[src/rtl/pwm_duty_ramp.sv]
// Triangular duty-cycle sequencer for pwm_basico: rise, hold at max, fall, hold at zero.
// Duty only changes on PWM-period boundaries derived from an internal copy of the PWM timing.
module pwm_duty_ramp #(
    parameter int unsigned R            = 6,
    parameter int unsigned N            = 1600,
    parameter int unsigned STEP_PERIODS = 1,
    parameter int unsigned HOLD_PERIODS = 4
) (
    input  logic         clk_i,
    input  logic         rst_ni,
    input  logic         en_i,
    output logic [R-1:0] ciclo_o,
    output logic         period_tick_o,
    output logic         ramp_up_o,
    output logic         cycle_done_o
);

    localparam int unsigned PreW  = (N > 1) ? $clog2(N) : 1;
    localparam int unsigned StepW = (STEP_PERIODS > 1) ? $clog2(STEP_PERIODS) : 1;
    localparam int unsigned HoldW = (HOLD_PERIODS > 1) ? $clog2(HOLD_PERIODS) : 1;

    localparam logic [R-1:0]     DutyMax  = '1;
    localparam logic [R-1:0]     DutyOne  = R'(1);
    localparam logic [PreW-1:0]  PreLast  = PreW'(N - 1);
    localparam logic [StepW-1:0] StepLast = StepW'(STEP_PERIODS - 1);
    localparam logic [HoldW-1:0] HoldLast = HoldW'(HOLD_PERIODS - 1);

    typedef enum logic [2:0] {StIdle, StRise, StHoldHi, StFall, StHoldLo} state_e;

    state_e           state_q;
    logic [R-1:0]     ciclo_q;
    logic [PreW-1:0]  pre_q, pre_d;
    logic [R-1:0]     per_q, per_d;
    logic [StepW-1:0] step_q;
    logic [HoldW-1:0] hold_q;
    logic             tick_q, tick_d;
    logic             ramp_up_q, cycle_done_q;
    logic             pre_wrap, step_evt, hold_done;

    // Tick is registered from the next counter values so it lands on the last clock of a period.
    always_comb begin
        pre_wrap  = (pre_q == PreLast);
        pre_d     = pre_wrap ? '0 : pre_q + 1'b1;
        per_d     = pre_wrap ? per_q + 1'b1 : per_q;
        tick_d    = (pre_d == PreLast) && (per_d == DutyMax);
        step_evt  = tick_q && (step_q == StepLast);
        hold_done = (HOLD_PERIODS == 0) || (tick_q && (hold_q == HoldLast));
    end

    always_ff @(posedge clk_i or negedge rst_ni) begin
        if (!rst_ni) begin
            state_q      <= StIdle;
            ciclo_q      <= '0;
            pre_q        <= '0;
            per_q        <= '0;
            step_q       <= '0;
            hold_q       <= '0;
            tick_q       <= 1'b0;
            ramp_up_q    <= 1'b0;
            cycle_done_q <= 1'b0;
        end else if (!en_i) begin
            state_q      <= StIdle;
            ciclo_q      <= '0;
            pre_q        <= '0;
            per_q        <= '0;
            step_q       <= '0;
            hold_q       <= '0;
            tick_q       <= 1'b0;
            ramp_up_q    <= 1'b0;
            cycle_done_q <= 1'b0;
        end else begin
            cycle_done_q <= 1'b0;
            if (state_q == StIdle) begin
                state_q   <= StRise;
                ramp_up_q <= 1'b1;
            end else begin
                pre_q  <= pre_d;
                per_q  <= per_d;
                tick_q <= tick_d;
                if (tick_q) begin
                    step_q <= (step_q == StepLast) ? '0 : step_q + 1'b1;
                end
                unique case (state_q)
                    StRise: begin
                        if (step_evt) begin
                            ciclo_q <= ciclo_q + 1'b1;
                            if (ciclo_q == DutyMax - 1'b1) begin
                                state_q <= StHoldHi;
                                hold_q  <= '0;
                            end
                        end
                    end
                    StHoldHi: begin
                        if (hold_done) begin
                            state_q   <= StFall;
                            ramp_up_q <= 1'b0;
                            step_q    <= '0;
                        end else if (tick_q) begin
                            hold_q <= hold_q + 1'b1;
                        end
                    end
                    StFall: begin
                        if (step_evt) begin
                            ciclo_q <= ciclo_q - 1'b1;
                            if (ciclo_q == DutyOne) begin
                                state_q <= StHoldLo;
                                hold_q  <= '0;
                            end
                        end
                    end
                    StHoldLo: begin
                        if (hold_done) begin
                            state_q      <= StRise;
                            ramp_up_q    <= 1'b1;
                            cycle_done_q <= 1'b1;
                            step_q       <= '0;
                        end else if (tick_q) begin
                            hold_q <= hold_q + 1'b1;
                        end
                    end
                    default: state_q <= StIdle;
                endcase
            end
        end
    end

    assign ciclo_o       = ciclo_q;
    assign period_tick_o = tick_q;
    assign ramp_up_o     = ramp_up_q;
    assign cycle_done_o  = cycle_done_q;

endmodule

[config.mk]
export PLATFORM = sky130hd
export DESIGN_NAME = pwm_duty_ramp
export DESIGN_NICKNAME = d
export VERILOG_FILES = /design/src/rtl/pwm_duty_ramp.sv
export SDC_FILE = /design/constraint.sdc
export NUM_CORES = 1
export LEC_CHECK = 0
export ABC_AREA = 1
export BUFFER_PORTS_ARGS = -buffer_cell sky130_fd_sc_hd__buf_4
export CORE_MARGIN = 2
export CORE_UTILIZATION = 38
export CTS_CLUSTER_DIAMETER = 150
export DETAILED_ROUTE_END_ITERATION = 8
export PLACE_DENSITY = 0.55
export SLEW_MARGIN = 20
export SYNTH_ARGS = -nofsm -noshare
export SYNTH_HDL_FRONTEND = slang
export SYNTH_SLANG_ARGS = --single-unit
[constraint.sdc]
create_clock -name clk_i -period 1.5 [get_ports clk_i]
set_clock_uncertainty 0.15 [all_clocks]
set_input_delay 0.225 -clock clk_i [delete_from_list [all_inputs] [get_ports clk_i]]
set_output_delay 0.225 -clock clk_i [all_outputs]
set_load 0.01 [all_outputs]
==> qor.csv <==
metric;value;unit
final_common_cell;buf_4;
drtPass1Iterations;4;
final_cell_mix;buf_4, nand2_1, inv_1;
synth.ff_latch_count;32;
worst_slack;-0.228;ns
rsz0062_at_grt;true;
areaGrowthSynthToFinish;64.6;%
ys_types;37;
final.period_utilization;115;%
synthAdderAreaFrac;4.19;%
synthSimpleGateAreaFrac;33.5;%
die_h;78.2;um
drive_gt1_share;49.2;%
grt_overflow;0;
routedWlPerCell;13.8;um
ff2ff_setup_slack;-0.23;ns
start_util;40.1;%
cp_slowest_cell;dfrtp_1;
clk_pin_slew_worst_paths;0.07;ns
antenna_found_initial;0;
cts_tree;done;
synthTopCellsByArea;dfrtp_1, nand2_1, inv_1;
synth_edf_count;0;
asyncSetResetFlopFracSynth;100;%
ys.flop_type;dfrtp_1;
critPathLaunchType;flip-flop;
synth_top_area_share;38.3;%
r2r-start;pre_q[1];
crit_end;per_q[3];
avgSynthCellArea;7.31;um2
finalCriticalPeriod;1.73;ns
grt_pass1_vias;2285;
route.vias.total;2269;
drc;0;
end_kind;flip-flop;
routed_wl;6280;um
cts.sinks;32;
yosysWarnings;0;
insertion_delay;0.29;ns
required;1.54;ns
io_buffers;11;
muxShareOfSynthArea;0;%
synth_xor_xnor_area_share;1.26;%
rows;26;
hold_path.class;in2reg;
critPathLaunch;pre_q[1];
drv_slew;0;
die_w;78.2;um
synth_nets;296;
violations;setup timing;
setup_viol;28;
design_area;3440;um2
power_per_cell_area;1270;nW/um2
antennaDiodeCount;0;
place_area;2690;um2
vias_per_cell;5.00;
syn_inst;286;
status;complete, but fails checks;
grt_max_degree;33;
synth_seq_area_share;38.3;%
core;5200;um2
ios;12;
dpl.hpwl;4010;um
cap_viol_max_count;0;
fp.dieArea;6110;um2
cts_htree_levels;2;
rr_endpoint;per_q[3];
postLayoutCoreUtil;66.1;%
synth_top_family_by_area;simple AND/OR/NAND/NOR gates;
cp.arrival;1.77;ns
hold_viol;0;
grt_usage;21.0;%
clock.fmax;579;MHz
nNetsFinal;393;
peakVddDrop;0.627;mV
cts_buffer_depth;2;
crit_fanout;8;
final_cells;454;
p_leak;1.59;nW
grt_pass1_wl;10100;um
ant_nets;0;
path_cells;ha_4, nand3_2, nor2_4, nand2_4, buf_4, nor3b_4, a21oi_2, o21a_1;
slew_headroom;70.7;%
finalPower;4.36;mW
cts_buffers;5;
synth_top_area_cell;dfrtp_1;
post-place-cells;420;
root_buffer;clkbuf_8;
critPathKind;reg2reg;
reg2regPathDepth;8;
worst_slew_pin_slew;0.439;ns
critical_path.max_stage_delay;0.40;ns
drt_iter0_markers;92;
fillers;430;
synth_compound_area_share;14.0;%
netlist_area;2090;um2
place_congestion;0.887;
## how the worst min path moves through the flow
| stage | from | endpoint | slack, ns | cells after the start |
|---|---|---|---|---|
| 4_1_cts | en_i | ciclo_o[4] | 0.17 | 4 |
| 5_1_grt | en_i | ciclo_o[4] | 0.18 | 4 |
| 6_report | en_i | ciclo_o[4] | 0.18 | 4 |
| 3_3_place_gp | rst_ni | ciclo_o[3] | 0.05 | 1 |
| 3_5_place_dp | rst_ni | ciclo_o[3] | 0.06 | 1 |
| 2_1_floorplan | rst_ni | ciclo_o[0] | -0.22 | 0 |
## registers in the layout, indices dropped and copies added, names as in the netlist
register and flops:
pre_q 11, ciclo_o 6, per_q 6, state_q 3, hold_q 2, cycle_done_o 1
period_tick_o 1, ramp_up_o 1, step_q 1
## synth_stat cells (all sizes together) (2+ instances only)
library cell and n:
nand2 70, inv 42, nor2 40, dfrtp 32, nand3 29, o21ai 25
o22ai 9, a21oi 8, ha 7, nor3 5, buf 4, o211ai 2
or2 2, xor2 2
## kinds of logic after synthesis
kind of cell	count (synthesis)
compound gates	49
fa+ha+maj	7
xor+xnor	3
simple gates	149
buf+inv	46
flops	32
## metal layers
layer / wire, um / global-route usage [%]
met1: 2580 / 24.2
met2: 3400 / 38.4
met3: 168 / 3.68
met4: 128 / 7.89
met5: 0 / 0
## per-stage QoR
| step | hold slack [ns] | worst slack, ns | setup TNS [ns] |
|---|---|---|---|
| 2_1_floorplan | -0.221 | -0.0264 | -0.107 |
| 3_3_place_gp | 0.0534 | -0.337 | -1.89 |
| 3_5_place_dp | 0.0553 | -0.344 | -1.96 |
| 4_1_cts | 0.171 | -0.164 | -1.96 |
| 5_1_grt | 0.183 | -0.337 | -6.21 |
| 6_report | 0.177 | -0.228 | -3.55 |
## repair_timing
| item | in CTS | in global routing |
|---|---|---|
| hold buffers | 1 | 0 |
| setup buffers | 15 | 10 |
| setup endpoints to repair | 26 | 31 |
| gates cloned | 1 | 1 |
| gates resized for setup | 63 | 48 |
| endpoints found under the hold margin | 32 | 0 |
| pin swaps | 18 | 18 |
## critical path: cells and delay by family, from the launching register on
family	cells	cell delay, ns
simple gates	4	0.54
compound gates	2	0.18
buf+inv	1	0.16
fa+ha+maj	1	0.19
flops	1	0.40
## where the power goes
group          internal, mW  leakage, nW  switching (mW)
Clock                 0.375       0.0455           0.343
Combinational          1.26         1.11            1.24
Sequential            0.989        0.435           0.150
Total                  2.63         1.59            1.73
## final cells by class
cell class	count	area (um2)	area share [%]
Timing Repair Buffer	94	818	23.8
Tap cell	70	87.6	2.55
Clock buffer	8	90.1	2.62
Multi-Input combinational cell	208	1460	42.5
Inverter	42	176	5.13
Sequential cell	32	805	23.4
(Power assumes the default switching activity.)
